==> src/rtl/avs_det_pkg.sv <==
// rtl/avs_det_pkg.sv - shared state encoding, widths and record layout for event_sequencer (EVT_PEAK_EN adds the peak field)
package avs_det_pkg;

   localparam int ENERGY_W = 64;
   localparam int TS_W_DEF = 32;

   typedef enum logic [2:0] {
      ST_WARMUP  = 3'd0,
      ST_ARMED   = 3'd1,
      ST_PENDING = 3'd2,
      ST_ACTIVE  = 3'd3,
      ST_HOLDOFF = 3'd4
   } evt_state_t;

   // Record layout, MSB to LSB: start | dur | peak (peak present only with EVT_PEAK_EN)
   function automatic int rec_w(input int ts_w);
`ifdef EVT_PEAK_EN
      return 2 * ts_w + ENERGY_W;
`else
      return 2 * ts_w;
`endif
   endfunction

endpackage

==> src/rtl/evt_record_slot.sv <==
// rtl/evt_record_slot.sv - single-entry valid/ready record holding register with sticky overflow flag
module evt_record_slot #(
   parameter int DATA_W = 64
) (
   input  logic              clock,
   input  logic              reset,
   input  logic              push,
   input  logic [DATA_W-1:0] push_data,
   input  logic              rec_ready,
   output logic              rec_valid,
   output logic [DATA_W-1:0] rec_data,
   output logic              rec_overflow
);

   logic              valid_q, valid_d;
   logic              ovf_q, ovf_d;
   logic [DATA_W-1:0] data_q, data_d;
   logic              xfer;

   // A transfer frees the slot in the same cycle, so a coincident push loads instead of overflowing
   always_comb begin
      valid_d = valid_q;
      data_d  = data_q;
      ovf_d   = ovf_q;
      xfer    = valid_q & rec_ready;
      if (xfer) begin
         valid_d = 1'b0;
      end
      if (push) begin
         if (!valid_q || xfer) begin
            valid_d = 1'b1;
            data_d  = push_data;
         end else begin
            ovf_d = 1'b1;
         end
      end
   end

   // Slot registers; overflow is sticky until reset
   always_ff @(posedge clock or negedge reset) begin
      if (!reset) begin
         valid_q <= 1'b0;
         data_q  <= '0;
         ovf_q   <= 1'b0;
      end else begin
         valid_q <= valid_d;
         data_q  <= data_d;
         ovf_q   <= ovf_d;
      end
   end

   assign rec_valid    = valid_q;
   assign rec_data     = data_q;
   assign rec_overflow = ovf_q;

endmodule

==> src/rtl/event_sequencer.sv <==
// rtl/event_sequencer.sv - STA/LTA event sequencing FSM with threshold freeze and event records (EVT_PEAK_EN adds recPeak)
module event_sequencer
   import avs_det_pkg::*;
#(
   parameter int CONFIRM_LEN = 3,
   parameter int MIN_DUR     = 50,
   parameter int HOLDOFF_LEN = 200,
   parameter int REL_SHIFT   = 1,
   parameter int TS_W        = TS_W_DEF
) (
   input  logic                clock,
   input  logic                reset,
   input  logic                sampleValid,
   input  logic                initDone,
   input  logic [ENERGY_W-1:0] shortEnergy,
   input  logic [ENERGY_W-1:0] TH,
   output logic                freeze,
   output logic                eventDetected,
   output logic                recValid,
   input  logic                recReady,
   output logic [TS_W-1:0]     recStart,
   output logic [TS_W-1:0]     recDur,
   output logic                recOverflow
`ifdef EVT_PEAK_EN
   ,
   output logic [ENERGY_W-1:0] recPeak
`endif
);

   localparam int              REC_W       = rec_w(TS_W);
   localparam logic [TS_W-1:0] CONFIRM_CNT = TS_W'(CONFIRM_LEN);
   localparam logic [TS_W-1:0] MIN_CNT     = TS_W'(MIN_DUR);
   localparam logic [TS_W-1:0] HOLD_CNT    = TS_W'(HOLDOFF_LEN);
   localparam logic [TS_W-1:0] DUR_MAX     = '1;

   evt_state_t                 state_q, state_d;
   logic [TS_W-1:0]            sample_cnt_q, sample_cnt_d;
   logic [TS_W-1:0]            start_q, start_d;
   logic [TS_W-1:0]            dur_q, dur_d, dur_inc;
   logic [TS_W-1:0]            phase_cnt_q, phase_cnt_d;
   logic                       freeze_q, freeze_d;
   logic                       evt_q, evt_d;
   logic                       push;
   logic                       trig, rel;
   logic signed [ENERGY_W-1:0] energy_s, th_s, rel_lvl;
   logic [REC_W-1:0]           push_data, rec_data;

   // Signed trigger and hysteretic release comparisons
   always_comb begin
      energy_s = $signed(shortEnergy);
      th_s     = $signed(TH);
      rel_lvl  = th_s >>> REL_SHIFT;
      trig     = energy_s > th_s;
      rel      = energy_s < rel_lvl;
   end

   // Next-state logic; phase_cnt counts confirmations in PENDING and elapsed samples in HOLDOFF
   always_comb begin
      state_d      = state_q;
      sample_cnt_d = sample_cnt_q;
      start_d      = start_q;
      dur_d        = dur_q;
      phase_cnt_d  = phase_cnt_q;
      push         = 1'b0;
      dur_inc      = (dur_q == DUR_MAX) ? dur_q : dur_q + TS_W'(1);
      if (sampleValid) begin
         sample_cnt_d = sample_cnt_q + TS_W'(1);
         case (state_q)
            ST_WARMUP: begin
               if (initDone) begin
                  state_d = ST_ARMED;
               end
            end
            ST_ARMED: begin
               if (trig) begin
                  start_d     = sample_cnt_q;
                  dur_d       = '0;
                  phase_cnt_d = TS_W'(1);
                  state_d     = (CONFIRM_LEN <= 1) ? ST_ACTIVE : ST_PENDING;
               end
            end
            ST_PENDING: begin
               if (trig) begin
                  phase_cnt_d = phase_cnt_q + TS_W'(1);
                  if (phase_cnt_d >= CONFIRM_CNT) begin
                     state_d = ST_ACTIVE;
                  end
               end else begin
                  state_d = ST_ARMED;
               end
            end
            ST_ACTIVE: begin
               dur_d = dur_inc;
               if (rel && (dur_inc >= MIN_CNT)) begin
                  push        = 1'b1;
                  phase_cnt_d = '0;
                  state_d     = ST_HOLDOFF;
               end
            end
            ST_HOLDOFF: begin
               phase_cnt_d = phase_cnt_q + TS_W'(1);
               if (phase_cnt_d >= HOLD_CNT) begin
                  state_d = ST_ARMED;
               end
            end
            default: begin
               state_d = ST_WARMUP;
            end
         endcase
      end
      freeze_d = (state_d == ST_PENDING) || (state_d == ST_ACTIVE) || (state_d == ST_HOLDOFF);
      evt_d    = (state_d == ST_ACTIVE);
   end

   // FSM state, counters and registered status outputs
   always_ff @(posedge clock or negedge reset) begin
      if (!reset) begin
         state_q      <= ST_WARMUP;
         sample_cnt_q <= '0;
         start_q      <= '0;
         dur_q        <= '0;
         phase_cnt_q  <= '0;
         freeze_q     <= 1'b0;
         evt_q        <= 1'b0;
      end else begin
         state_q      <= state_d;
         sample_cnt_q <= sample_cnt_d;
         start_q      <= start_d;
         dur_q        <= dur_d;
         phase_cnt_q  <= phase_cnt_d;
         freeze_q     <= freeze_d;
         evt_q        <= evt_d;
      end
   end

`ifdef EVT_PEAK_EN
   logic signed [ENERGY_W-1:0] peak_q, peak_d, peak_nx;
   logic                       tracking;

   // Running maximum of energy from the first triggering sample through the release sample
   always_comb begin
      tracking = (state_q == ST_PENDING) || (state_q == ST_ACTIVE);
      peak_nx  = (tracking && (peak_q > energy_s)) ? peak_q : energy_s;
      peak_d   = peak_q;
      if (sampleValid && (tracking || ((state_q == ST_ARMED) && trig))) begin
         peak_d = peak_nx;
      end
   end

   // Peak register
   always_ff @(posedge clock or negedge reset) begin
      if (!reset) begin
         peak_q <= '0;
      end else begin
         peak_q <= peak_d;
      end
   end

   assign push_data = {start_q, dur_inc, peak_nx};
   assign recPeak   = rec_data[ENERGY_W-1:0];
   assign recDur    = rec_data[ENERGY_W +: TS_W];
   assign recStart  = rec_data[ENERGY_W+TS_W +: TS_W];
`else
   assign push_data = {start_q, dur_inc};
   assign recDur    = rec_data[0 +: TS_W];
   assign recStart  = rec_data[TS_W +: TS_W];
`endif

   evt_record_slot #(
      .DATA_W(REC_W)
   ) u_slot (
      .clock       (clock),
      .reset       (reset),
      .push        (push),
      .push_data   (push_data),
      .rec_ready   (recReady),
      .rec_valid   (recValid),
      .rec_data    (rec_data),
      .rec_overflow(recOverflow)
   );

   assign freeze        = freeze_q;
   assign eventDetected = evt_q;

endmodule

==> config.mk <==
export PLATFORM = sky130hd
export DESIGN_NAME = event_sequencer
export DESIGN_NICKNAME = d
export VERILOG_FILES = /design/src/rtl/avs_det_pkg.sv /design/src/rtl/evt_record_slot.sv /design/src/rtl/event_sequencer.sv
export SDC_FILE = /design/constraint.sdc
export NUM_CORES = 1
export LEC_CHECK = 0
export CAP_MARGIN = 10
export CORE_AREA = 2 2 159 161
export DETAILED_ROUTE_END_ITERATION = 7
export DIE_AREA = 0 0 161 163
export GPL_ROUTABILITY_DRIVEN = 0
export PLACE_DENSITY = 0.9
export SETUP_SLACK_MARGIN = 0.1
export SYNTH_ARGS = -nofsm -noshare
export SYNTH_HDL_FRONTEND = slang
export SYNTH_HIERARCHICAL = 1
export SYNTH_SLANG_ARGS = --single-unit
export TNS_END_PERCENT = 50
==> constraint.sdc <==
create_clock -name clock -period 4.8 [get_ports clock]
set_clock_uncertainty 0.15 [all_clocks]
set_input_delay 0.48 -clock clock [delete_from_list [all_inputs] [get_ports clock]]
set_output_delay 0.48 -clock clock [all_outputs]
set_load 0.005 [all_outputs]
==> impl_summary.txt <==
----------------------------------------------------
[Status]
  Outcome ... finished with violations
  Violations in the final reports ... negative hold slack

[Timing]
  Least-Margin Pin Slew ... roughly 1.1 ns
  Sum Neg Setup Slack ... 0 ns
  Min cycle time layout ... ~4.5 ns
  RSZ-0062 raised after global routing ... no
  Fmax ... 222 MHz
  Number of failing hold endpoints at the final stage ... 9
  Final number of setup-violating endpoints ... 0
  Worst-case headroom to the max-slew limit ... 0.278
  Period Utilization, post-route ... 0.937
  Worst Slack Setup Final ... 0.305 ns
  Tightest hold margin ... -0.0302 ns
  Number of max-slew violations in the final report ... 0

[Power and ir drop]
  Gate power share ... 0.225
  Overall power ... 0.00469 W
  Cell-internal power ... 0.00313 W
  Share of total power in the clock network ... 0.307
  Leakage power of the design ... 7.83 nW
  Net switching power ... between 0.0015 and 0.002 W
  Worst VDD drop ... 0.313 mV
  PwrDens ... roughly 290 mW/mm^2
  Switching share of power ... 0.333
  Sequential cell fraction of total power ... 0.468

[Clock tree]
  Clock transition time at the flip-flop clock pins of the worst setup and hold paths ... around 0.080 ns
  Post-CTS setup buffers ... 0
  Number of clock sinks seen by CTS ... 199
  Htree depth ... 4
  Clk_lat worst skew ... 0.44 ns
  Cell at the root of the clock tree ... sky130_fd_sc_hd__clkbuf_16
  Post-cts repair resize count ... 0
  TritonCTS clock tree ... built
  Post-CTS Hold Fix Bufs ... 0
  Maximum count of clock buffers along a single path ... 2
  Number of buffers added by the clock tree synthesis step ... 17

[Die]
  Die boundary width ... 161 um
  Die H ... 163 um
  Area of the die ... 0.0262 mm^2
  Starting density of the core ... 0.552
  Area of the core region ... 0.0247 mm^2
  Row count ... 58
  Top-level I/O count ... 201

[Detailed routing]
  Remaining DRCs ... 0
  Via-per-instance ratio ... 6.23
  Routed Wire Length ... ~37,000 um
  Count of vias placed by the detailed router ... 11,800
  Number of detailed-route iterations in the first pass ... 5
  Per-cell routed wire length ... 19.6 um
  Number of DRC markers in iteration 0 ... 1,046
  Antenna-violating nets left ... 0

[Global routing]
  Wire length of the first global-routing pass ... 60,100 um
  Largest net degree at the start of global routing ... 129
  Via count of the first global-routing pass ... 11,800
  Aggregate global-route resource usage ... 0.284
  Number of antenna violations at the first check in global routing ... 0
  Grt ovf ... 0

[Worst setup path]
  Startpoint of the worst-slack reg-to-reg timing path ... dur_q[19]$_DFFE_PN0P_
  Depth of the most critical reg-to-reg path ... 11
  Largest fanout on the critical path ... 29
  Worst Setup Path Type ... flop to flop
  Reg-to-Reg End ... u_slot/rec_data[19]$_DFFE_PN0P_
  Worst path required time ... 4.97 ns
  Arr. time, crit path ... 4.66 ns
  Worst setup SP type ... flop
  Endpoint kind of the worst setup timing path ... flop
  Reg2reg setup slack ... 0.30 ns

[Synth]
  Unique cell type count in the Yosys netlist ... 77
  Post-synth EDFFs ... 0
  FFs w/ async S/R, synth ... 1.00
  Net Count, Synth ... 1,641
  Post-synth design cell area ... ~0.014 mm^2
  Yosys top cell area share ... 0.366
  Count of synthesis-stage warnings from yosys ... 6
  Top area cells in the synthesized netlist ... sky130_fd_sc_hd__dfrtp_1 (37%), sky130_fd_sc_hd__ha_1 (12%), sky130_fd_sc_hd__mux2_4 (6.6%)
  Post-synthesis cell count ... ~1,400
  Primary flip-flop cell chosen by synthesis mapping ... sky130_fd_sc_hd__dfrtp_1
  #FFs+latches synth ... 199
  Avg Inst Size Synth ... 9.88 um^2
  Register area share after synthesis ... 0.366
  Leading area contributor after synthesis ... sky130_fd_sc_hd__dfrtp_1

[Layout]
  Number of diodes ... 0
  Area delta synth->final ... 20.6%
  Final net count ... 1,812
  Count of filler cells inserted in the layout ... 1,763
  Share of cells above drive strength 1 ... 0.114
  Top library cells by usage in the layout, fill and taps aside ... sky130_fd_sc_hd__dfrtp_1 (199), sky130_fd_sc_hd__clkdlybuf4s50_1 (199), sky130_fd_sc_hd__ha_1 (130), sky130_fd_sc_hd__nand2_1 (117), sky130_fd_sc_hd__inv_1 (88)

[Worst hold path]
  Class of the worst hold path ... primary input to async pin

[Placed design]
  Number of port buffers ... 200
  Detailed placer's ending HPWL ... 27,300 um
  Setup WS pre-CTS ... 0.408 ns

[Flow run]
  MaxCap Viol Count ... 0

----------------------------------------------------
## flip-flops by register name, summed over array words and instances, names as in the netlist
name and count:
freeze 1, dur_q 32, state_q 3, u_slot/rec_overflow 1, u_slot/rec_valid 1, sample_cnt_q 32
eventDetected 1, start_q 32, u_slot/rec_data 64, phase_cnt_q 32
## power by group through the flow
stage / clock network (W) / registers, W / logic, W
global route: 0.00153 / 0.00223 / 0.00116
floorplan: 0 / 0.00204 / 0.000784
global placement: 0 / 0.00218 / 0.000952
detailed placement: 0 / 0.00220 / 0.00101
CTS: 0.00145 / 0.00218 / 0.00104
finish: 0.00144 / 0.00220 / 0.00105
## per-stage QoR
| stage | utilization | instance area, um^2 | cells |
|---|---|---|---|
| after global placement | 0.642 | 15900 | 1860 |
| after global routing | 0.666 | 16400 | 1891 |
| after detailed placement | 0.642 | 15900 | 1860 |
| after CTS | 0.666 | 16400 | 1891 |
| final | 0.666 | 16400 | 1891 |
| after floorplan | - | 13600 | 1378 |
## cell families after synthesis
group | after synthesis | synth area share
compound gates | 268 | 0.136
buf+inv | 150 | 0.0485
xor+xnor | 78 | 0.0502
fa+ha+maj | 130 | 0.119
mux | 101 | 0.0998
simple gates | 452 | 0.181
flops | 199 | 0.366
## critical path: stages (launching register included)
cell and delay (ns):
sky130_fd_sc_hd__dfrtp_1 0.57, sky130_fd_sc_hd__nand4_1 0.37, sky130_fd_sc_hd__nor4_4 0.59, sky130_fd_sc_hd__nand2_1 0.30
sky130_fd_sc_hd__a2111oi_0 0.59, sky130_fd_sc_hd__a211oi_1 0.18, sky130_fd_sc_hd__nor4_2 0.36, sky130_fd_sc_hd__a21oi_2 0.12
sky130_fd_sc_hd__and2_4 0.22, sky130_fd_sc_hd__nand2_4 0.29, sky130_fd_sc_hd__buf_12 0.29, sky130_fd_sc_hd__mux2_4 0.32
## synthesized netlist by cell type (7+ instances only)
master and count:
sky130_fd_sc_hd__nor2b_1 8, sky130_fd_sc_hd__and4_1 8, sky130_fd_sc_hd__nor3_1 26, sky130_fd_sc_hd__inv_1 88, sky130_fd_sc_hd__o41ai_1 9, sky130_fd_sc_hd__buf_6 10, sky130_fd_sc_hd__o31ai_1 35, sky130_fd_sc_hd__xor2_1 24
sky130_fd_sc_hd__nand3_1 79, sky130_fd_sc_hd__a21o_1 37, sky130_fd_sc_hd__a211oi_1 13, sky130_fd_sc_hd__nand4_1 55, sky130_fd_sc_hd__nand2_1 118, sky130_fd_sc_hd__clkbuf_1 35, sky130_fd_sc_hd__nor2_1 57, sky130_fd_sc_hd__a21oi_1 57
sky130_fd_sc_hd__dfrtp_1 199, sky130_fd_sc_hd__nor4_1 18, sky130_fd_sc_hd__o21ai_0 44, sky130_fd_sc_hd__buf_2 11, sky130_fd_sc_hd__mux2_2 38, sky130_fd_sc_hd__ha_1 130, sky130_fd_sc_hd__xnor2_1 54, sky130_fd_sc_hd__o211ai_1 7
sky130_fd_sc_hd__mux2_4 60, sky130_fd_sc_hd__and3_1 29
## worst max path at each step
stage / from / depth (start not counted) / slack (ns) / end
2_1_floorplan: dur_q[0]$_DFFE_PN0P_ / 13 / 1.09 / u_slot/rec_data[0]$_DFFE_PN0P_
3_3_place_gp: TH[42] / 14 / 0.58 / phase_cnt_q[2]$_DFFE_PN0P_
3_5_place_dp: TH[43] / 14 / 0.41 / phase_cnt_q[2]$_DFFE_PN0P_
4_1_cts: dur_q[0]$_DFFE_PN0P_ / 12 / 0.36 / u_slot/rec_data[15]$_DFFE_PN0P_
5_1_grt: dur_q[0]$_DFFE_PN0P_ / 12 / 0.16 / u_slot/rec_data[18]$_DFFE_PN0P_
6_report: dur_q[19]$_DFFE_PN0P_ / 11 / 0.30 / u_slot/rec_data[19]$_DFFE_PN0P_
## final cells by class
| type | count | area [um^2] | share of cell area |
|---|---|---|---|
| Sequential cell | 199 | 4980 | 0.303 |
| Inverter | 88 | 330 | 0.0201 |
| Tap cell | 330 | 413 | 0.0251 |
| Multi-Input combinational cell | 1029 | 7980 | 0.486 |
| Clock buffer | 19 | 443 | 0.0270 |
| Clock inverter | 12 | 134 | 0.00815 |
| Timing Repair Buffer | 214 | 2150 | 0.131 |
## metal layers
| metal | track usage | wire, um | vias to the layer above |
|---|---|---|---|
| met3 | 0.0400 | 2350 | 153 |
| met2 | 0.483 | 18100 | 585 |
| met5 | 0 | 0 | - |
| met1 | 0.357 | 14800 | 5674 |
| li1 | - | - | 5378 |
| met4 | 0.137 | 1780 | 0 |
No activity file was read; power rests on OpenSTA's default activity.
